File: src/rtl/fifo_pkg.sv
`default_nettype none
// ============================================================================
//  Module      : fifo_pkg
//  Description : Shared constants and helpers for the parametrised FIFO.
//  Revision    : 1.0 - initial release
// ============================================================================
package fifo_pkg;

  // Defaults matching the original 8-bit, 256-entry buffer.
  localparam int DEF_DATA_W = 8;
  localparam int DEF_DEPTH  = 256;

  // Ceiling log2, usable in constant expressions at elaboration.
  function automatic int clog2(input int value);
    int r;
    r = 0;
    for (int i = 0; i < 31; i++) begin
      if ((1 << i) < value) r = i + 1;
    end
    return r;
  endfunction

endpackage
`default_nettype wire

File: src/rtl/fifo_mem.sv
`default_nettype none
// ============================================================================
//  Module      : fifo_mem
//  Description : Simple dual-port storage array, one write port and one
//                registered read port. The array is never reset so it maps
//                onto block RAM.
//  Revision    : 1.0 - initial release
// ============================================================================
module fifo_mem
  import fifo_pkg::*;
#(
  parameter int DATA_W = DEF_DATA_W,
  parameter int DEPTH  = DEF_DEPTH,
  parameter int AW     = clog2(DEPTH)
) (
  input  logic              clk,
  input  logic              we,
  input  logic [AW-1:0]     waddr,
  input  logic [DATA_W-1:0] wdata,
  input  logic              re,
  input  logic [AW-1:0]     raddr,
  output logic [DATA_W-1:0] rdata
);

  logic [DATA_W-1:0] r_mem [DEPTH];
  logic [DATA_W-1:0] r_rdata;

  // Write port: store the incoming word at the write address.
  always_ff @(posedge clk) begin
    if (we) r_mem[waddr] <= wdata;
  end

  // Read port: registered, read-before-write when addresses collide, and
  // holds its value between reads.
  always_ff @(posedge clk) begin
    if (re) r_rdata <= r_mem[raddr];
  end

  assign rdata = r_rdata;

endmodule
`default_nettype wire

File: src/rtl/param_fifo.sv
`default_nettype none
// ============================================================================
//  Module      : param_fifo
//  Description : Single-clock FIFO with parametrised width and depth, full
//                DEPTH capacity, almost-full/almost-empty thresholds, read
//                valid strobe and sticky overflow/underflow flags.
//  Revision    : 1.0 - initial release
// ============================================================================
module param_fifo
  import fifo_pkg::*;
#(
  parameter int DATA_W   = DEF_DATA_W,
  parameter int DEPTH    = DEF_DEPTH,
  parameter int AF_LEVEL = DEPTH - 4,
  parameter int AE_LEVEL = 4
) (
  input  logic                     clk,
  input  logic                     rst_n,
  input  logic                     wr_en,
  input  logic [DATA_W-1:0]        data_in,
  input  logic                     rd_en,
  output logic [DATA_W-1:0]        data_out,
  output logic                     rd_valid,
  output logic                     full,
  output logic                     empty,
  output logic                     almost_full,
  output logic                     almost_empty,
  output logic [clog2(DEPTH):0]    buf_cnt,
  output logic                     overflow,
  output logic                     underflow,
  input  logic                     clr_err
);

  localparam int AW = clog2(DEPTH);
  localparam int CW = AW + 1;

  localparam logic [CW-1:0] c_depth    = CW'(DEPTH);
  localparam logic [CW-1:0] c_af_level = CW'(AF_LEVEL);
  localparam logic [CW-1:0] c_ae_level = CW'(AE_LEVEL);

  // Reject parameter sets the pointer arithmetic cannot support.
  generate
    if ((DEPTH < 4) || ((DEPTH & (DEPTH - 1)) != 0)) begin : g_bad_depth
      $error("param_fifo: DEPTH must be a power of 2 and at least 4");
    end
    if ((AF_LEVEL < 0) || (AF_LEVEL > DEPTH) ||
        (AE_LEVEL < 0) || (AE_LEVEL > DEPTH)) begin : g_bad_levels
      $error("param_fifo: AF_LEVEL and AE_LEVEL must lie within 0..DEPTH");
    end
  endgenerate

  logic [AW-1:0]     r_wr_ptr;
  logic [AW-1:0]     r_rd_ptr;
  logic [CW-1:0]     r_cnt;
  logic              r_full;
  logic              r_empty;
  logic              r_almost_full;
  logic              r_almost_empty;
  logic              r_rd_valid;
  logic              r_rd_seen;
  logic              r_overflow;
  logic              r_underflow;

  logic              w_rd_ok;
  logic              w_wr_ok;
  logic [CW-1:0]     w_next_cnt;
  logic [DATA_W-1:0] w_mem_rdata;

  // Accept decisions on registered state; a full FIFO still takes a write
  // when a read frees a slot in the same cycle, but an empty FIFO never
  // forwards a same-cycle write to the reader.
  always_comb begin
    w_rd_ok    = rd_en && !r_empty;
    w_wr_ok    = wr_en && (!r_full || w_rd_ok);
    w_next_cnt = r_cnt;
    if (w_wr_ok && !w_rd_ok) w_next_cnt = r_cnt + 1'b1;
    if (w_rd_ok && !w_wr_ok) w_next_cnt = r_cnt - 1'b1;
  end

  fifo_mem #(
    .DATA_W (DATA_W),
    .DEPTH  (DEPTH),
    .AW     (AW)
  ) u_mem (
    .clk   (clk),
    .we    (w_wr_ok),
    .waddr (r_wr_ptr),
    .wdata (data_in),
    .re    (w_rd_ok),
    .raddr (r_rd_ptr),
    .rdata (w_mem_rdata)
  );

  // Pointers and occupancy; pointers wrap naturally since DEPTH is 2^AW.
  always_ff @(posedge clk or negedge rst_n) begin
    if (!rst_n) begin
      r_wr_ptr <= '0;
      r_rd_ptr <= '0;
      r_cnt    <= '0;
    end else begin
      if (w_wr_ok) r_wr_ptr <= r_wr_ptr + 1'b1;
      if (w_rd_ok) r_rd_ptr <= r_rd_ptr + 1'b1;
      r_cnt <= w_next_cnt;
    end
  end

  // Status flags follow the next count so they move together with buf_cnt.
  always_ff @(posedge clk or negedge rst_n) begin
    if (!rst_n) begin
      r_full         <= 1'b0;
      r_empty        <= 1'b1;
      r_almost_full  <= 1'b0;
      r_almost_empty <= 1'b1;
    end else begin
      r_full         <= (w_next_cnt == c_depth);
      r_empty        <= (w_next_cnt == '0);
      r_almost_full  <= (w_next_cnt >= c_af_level);
      r_almost_empty <= (w_next_cnt <= c_ae_level);
    end
  end

  // Read strobe, plus a flag that gates the unreset RAM output to zero until
  // the first real read after reset.
  always_ff @(posedge clk or negedge rst_n) begin
    if (!rst_n) begin
      r_rd_valid <= 1'b0;
      r_rd_seen  <= 1'b0;
    end else begin
      r_rd_valid <= w_rd_ok;
      if (w_rd_ok) r_rd_seen <= 1'b1;
    end
  end

  // Sticky error flags; a new error in the clearing cycle keeps the flag set.
  always_ff @(posedge clk or negedge rst_n) begin
    if (!rst_n) begin
      r_overflow  <= 1'b0;
      r_underflow <= 1'b0;
    end else begin
      if (wr_en && !w_wr_ok) r_overflow <= 1'b1;
      else if (clr_err)      r_overflow <= 1'b0;
      if (rd_en && !w_rd_ok) r_underflow <= 1'b1;
      else if (clr_err)      r_underflow <= 1'b0;
    end
  end

  assign data_out     = r_rd_seen ? w_mem_rdata : '0;
  assign rd_valid     = r_rd_valid;
  assign full         = r_full;
  assign empty        = r_empty;
  assign almost_full  = r_almost_full;
  assign almost_empty = r_almost_empty;
  assign buf_cnt      = r_cnt;
  assign overflow     = r_overflow;
  assign underflow    = r_underflow;

endmodule
`default_nettype wire

File: config.mk
export PLATFORM = sky130hd
export DESIGN_NAME = param_fifo
export DESIGN_NICKNAME = d
export VERILOG_FILES = /design/src/rtl/fifo_pkg.sv /design/src/rtl/fifo_mem.sv /design/src/rtl/param_fifo.sv
export SDC_FILE = /design/constraint.sdc
export NUM_CORES = 2
export LEC_CHECK = 0
export CORE_AREA = 2 2 385 387
export DETAILED_ROUTE_END_ITERATION = 12
export DIE_AREA = 0 0 387 389
export HOLD_SLACK_MARGIN = 0.08
export PLACE_DENSITY = 0.74
export RECOVER_POWER = 50
export SYNTH_ARGS = -nofsm -noshare
export SYNTH_HDL_FRONTEND = slang
export SYNTH_SLANG_ARGS = --single-unit
File: constraint.sdc
create_clock -name clk -period 7.7 [get_ports clk]
set_clock_uncertainty 0.1 [all_clocks]
set_input_delay 1.54 -clock clk [delete_from_list [all_inputs] [get_ports clk]]
set_output_delay 1.54 -clock clk [all_outputs]
set_load 0.01 [all_outputs]
==> key figures <==
Run status
  • Status: finished, violations left
  • Failing checks: capacitance limit, slew limit

Setup path
  • R2r worst-path depth: 8
  • Worst path slowest cell: clkbuf_1
  • Worst Path Required: 8.04 ns
  • Crit end category: flop
  • Crit Path Category: in -> reg
  • CP Launch Type: input pin
  • Reg2reg end: u_mem.rdata[1]
  • Delay-heaviest family, CP: buffers and inverters
  • FF-to-FF setup slack: 2.85 ns
  • Worst R2R Start: r_rd_ptr[3]
  • Worst Path Arrival: 6.35 ns
  • Crit-path cells: clkbuf_1 -> clkbuf_2
  • CP startpoint: data_in[0]
  • Peak per-stage delay on the critical path: 3.25 ns
  • WP buf/inv: 2
  • Worst-path fanout max: 79

Cells and area
  • Share of cells above drive strength 1: 20.1%
  • Area growth from synthesis to layout: 10.7%
  • Layout Nets: 4064
  • Fillcell total: 9769
  • Cell area after layout: 0.0902 sq mm

GRT
  • Grt met3 use: 8.35%
  • GR peak layer: met2
  • Global route total overflow: 0
  • First-pass GRT wire length: 314000 um
  • GR Util met2: 45.1%
  • GRT Resource Usage Total: 29.7%
  • Met1 usage: 40.6%
  • Initial antenna violation count: 4
  • Largest net degree at the start of global routing: 158
  • Vias in the first global route: 41300

Timing
  • Worst hold slack: 0.431 ns
  • Highest clock rate: 166 MHz
  • Unrepaired setup endpoints after global routing: false
  • Final hold viol count: 0
  • Final setup fails: 0
  • Setup ws final: 1.69 ns
  • Pin slew with the least headroom to its limit: 5.70 ns
  • Setup TNS Final: 0 ns
  • Tmin final: 6.01 ns
  • Slew HR: -280%
  • Final period utilization: 78.1%
  • Slew Viols, Final: 905

Floorplanning
  • Core Region: 0.147 sq mm
  • Initial cell density of the core: 55.6%
  • Die Y: 389 um
  • Die Wd: 387 um
  • Die ar.: 0.151 sq mm
  • IO Pins: 37
  • Row count: 141

Flow run
  • Max cap viols: 11

Place
  • Dpl cell area: 0.0838 sq mm
  • GP Congestion: 0.936
  • Pre-CTS setup slack: 1.97 ns
  • HPWL Detailed: 132000 um
  • Number of port buffers: 36

Routing
  • Routed WL: 224000 um
  • Drt pass-1 iters: 8
  • Avg WL per Cell: 36.5 um
  • Vias per cell: 6.99
  • Drc violations: 0
  • Starting DRT DRC Count: 7568
  • Via count: 42900
  • Post-route ant nets: 0

Synthesis
  • Post-synth EDFFs: 2056
  • Mapped Cells: 3958
  • Most common library cells after synthesis: edfxtp_1 (2056), mux4_2 (428), nor2_1 (285)
  • Top cell type's share of synthesized area: 75.7%
  • Cell Area, Synth: 0.0815 sq mm
  • Synthesized flop and latch total: 2089
  • Syn avg cell area: 20.6 sq um
  • Post-synth ARST share: 1.58%
  • Top post-synthesis cells by area: edfxtp_1 (76%), mux4_2 (12%), mux2i_1 (2.7%)
  • Warnings, synthesis: 0
  • Synth cell types: 76
  • Syn nets: 3978
  • Seq/Total Area, Yosys: 76.7%
  • Yosys top cell by area: edfxtp_1
  • Main synth FF type: edfxtp_1
  • Most common cell in the netlist: edfxtp_1

CTS
  • Clk Latency, worst-skew pair: 0.84 ns
  • Clock slew at reported path FFs: 0.06 ns
  • Setup Fix Bufs, Post-CTS: 0
  • CTS tree: built
  • CTS sink count: 2089
  • Hold Buf Count CTS: 0
  • Clk buf depth: 3
  • CTS H-tree lvls: 4
  • # resized after CTS: 0
  • Root buffer cell: clkbuf_16
  • Total clock buffers created by CTS: 194

Power and ir drop
  • Pwr dens: 358 mW/mm^2
  • Total Power: 32.3 mW
  • Worst VDD drop: 0.266 mV
  • Leak: 28.1 nW

Worst hold path
  • Worst Hold Launch: underflow
  • HP Class: reg -> reg
  • Min-Delay Endpoint: underflow
  • Hold path depth: 2
-- cells by family (layout without fill, tap and decap cells) --
logic type / after synthesis / count (layout) / share of synthesized area, %
flops: 2089 / 2089 / 76.7
mux: 653 / 653 / 14.6
simple gates: 529 / 529 / 2.87
compound gates: 404 / 404 / 3.57
buf+inv: 254 / 506 / 1.89
xor+xnor: 22 / 22 / 0.236
fa+ha+maj: 7 / 7 / 0.107
other cells: 0 / 1 / 0
-- where the power goes --
group          leakage, nW  switching (mW)  internal [mW]  total (mW)
combinational         6.04            5.98           3.47        9.45
clock                 3.14            4.21           5.58        9.79
sequential            18.9           0.358           12.7        13.1
-- worst min-delay path, stage by stage, from the launching register on --
cell	delay (ns)
dfrtp_1	0.38
inv_1	0.05
o21ai_0	0.06
-- cells in the final DEF, fill, tap and decap left out, drive strengths merged, types with 7 or more instances in the layout --
cell / Yosys / routed
nand4: 8 / 8
a211oi: 22 / 22
nand3: 43 / 43
dfrtp: 31 / 31
o221ai: 21 / 21
clkinv: 2 / 81
o22ai: 28 / 28
edfxtp: 2056 / 2056
a2111oi: 7 / 7
clkinvlp: 0 / 13
mux4: 428 / 428
clkdlybuf4s50: 0 / 26
a31oi: 10 / 10
xnor2: 16 / 16
ha: 7 / 7
o21ai: 34 / 34
nor3: 12 / 12
mux2i: 222 / 222
buf: 151 / 86
bufinv: 0 / 24
a21oi: 77 / 77
nor4: 8 / 8
a221oi: 53 / 53
a22o: 21 / 21
a22oi: 66 / 66
o211ai: 10 / 10
inv: 15 / 25
nor2b: 18 / 18
and2: 18 / 18
nor2: 285 / 285
nand2: 100 / 100
clkbuf: 86 / 250
-- state kept, by name, summed over array words and instances, names as in the netlist, 8 cells and up --
register,flops
buf_cnt,9
r_rd_ptr,8
r_wr_ptr,8
u_mem.r_mem,2048
u_mem.rdata,8
-- per-stage QoR --
stage / utilization [%] / std cells
final: 61.5 / 6141
after global routing: 61.5 / 6140
after floorplan: - / 3958
after global placement: 57.2 / 5778
after CTS: 61.6 / 6140
after detailed placement: 57.2 / 5778
-- layer usage --
metal | vias to the layer above | wire length (um)
met5 | - | 22
met4 | 4 | 11800
met3 | 561 | 29600
met2 | 3532 | 103000
met1 | 22200 | 79900
li1 | 16600 | -
-- how the worst max path moves through the flow --
stage | to | slack, ns | depth (start not counted)
4_1_cts | u_mem.r_mem[59][5] | 2.87 | 6
3_3_place_gp | u_mem.r_mem[107][4] | 2.08 | 6
6_report | u_mem.r_mem[163][0] | 1.69 | 2
5_1_grt | u_mem.r_mem[4][1] | 1.41 | 2
2_1_floorplan | u_mem.r_mem[223][0] | 3.90 | 7
3_5_place_dp | u_mem.r_mem[59][5] | 1.97 | 6
-- cell type report --
class                           instances  area, sq um  share of cell area, %
Tap cell                             1930         2410                   2.68
Multi-Input combinational cell       1615        17500                   19.4
Timing Repair Buffer                  127         1160                   1.28
Clock inverter                        126         1340                   1.48
Antenna cell                            1         2.50                0.00277
Sequential cell                      2089        62600                   69.4
Clock buffer                          236         5150                   5.70
Inverter                               17         63.8                 0.0707
Note: power is estimated with default switching activity, not from simulation.
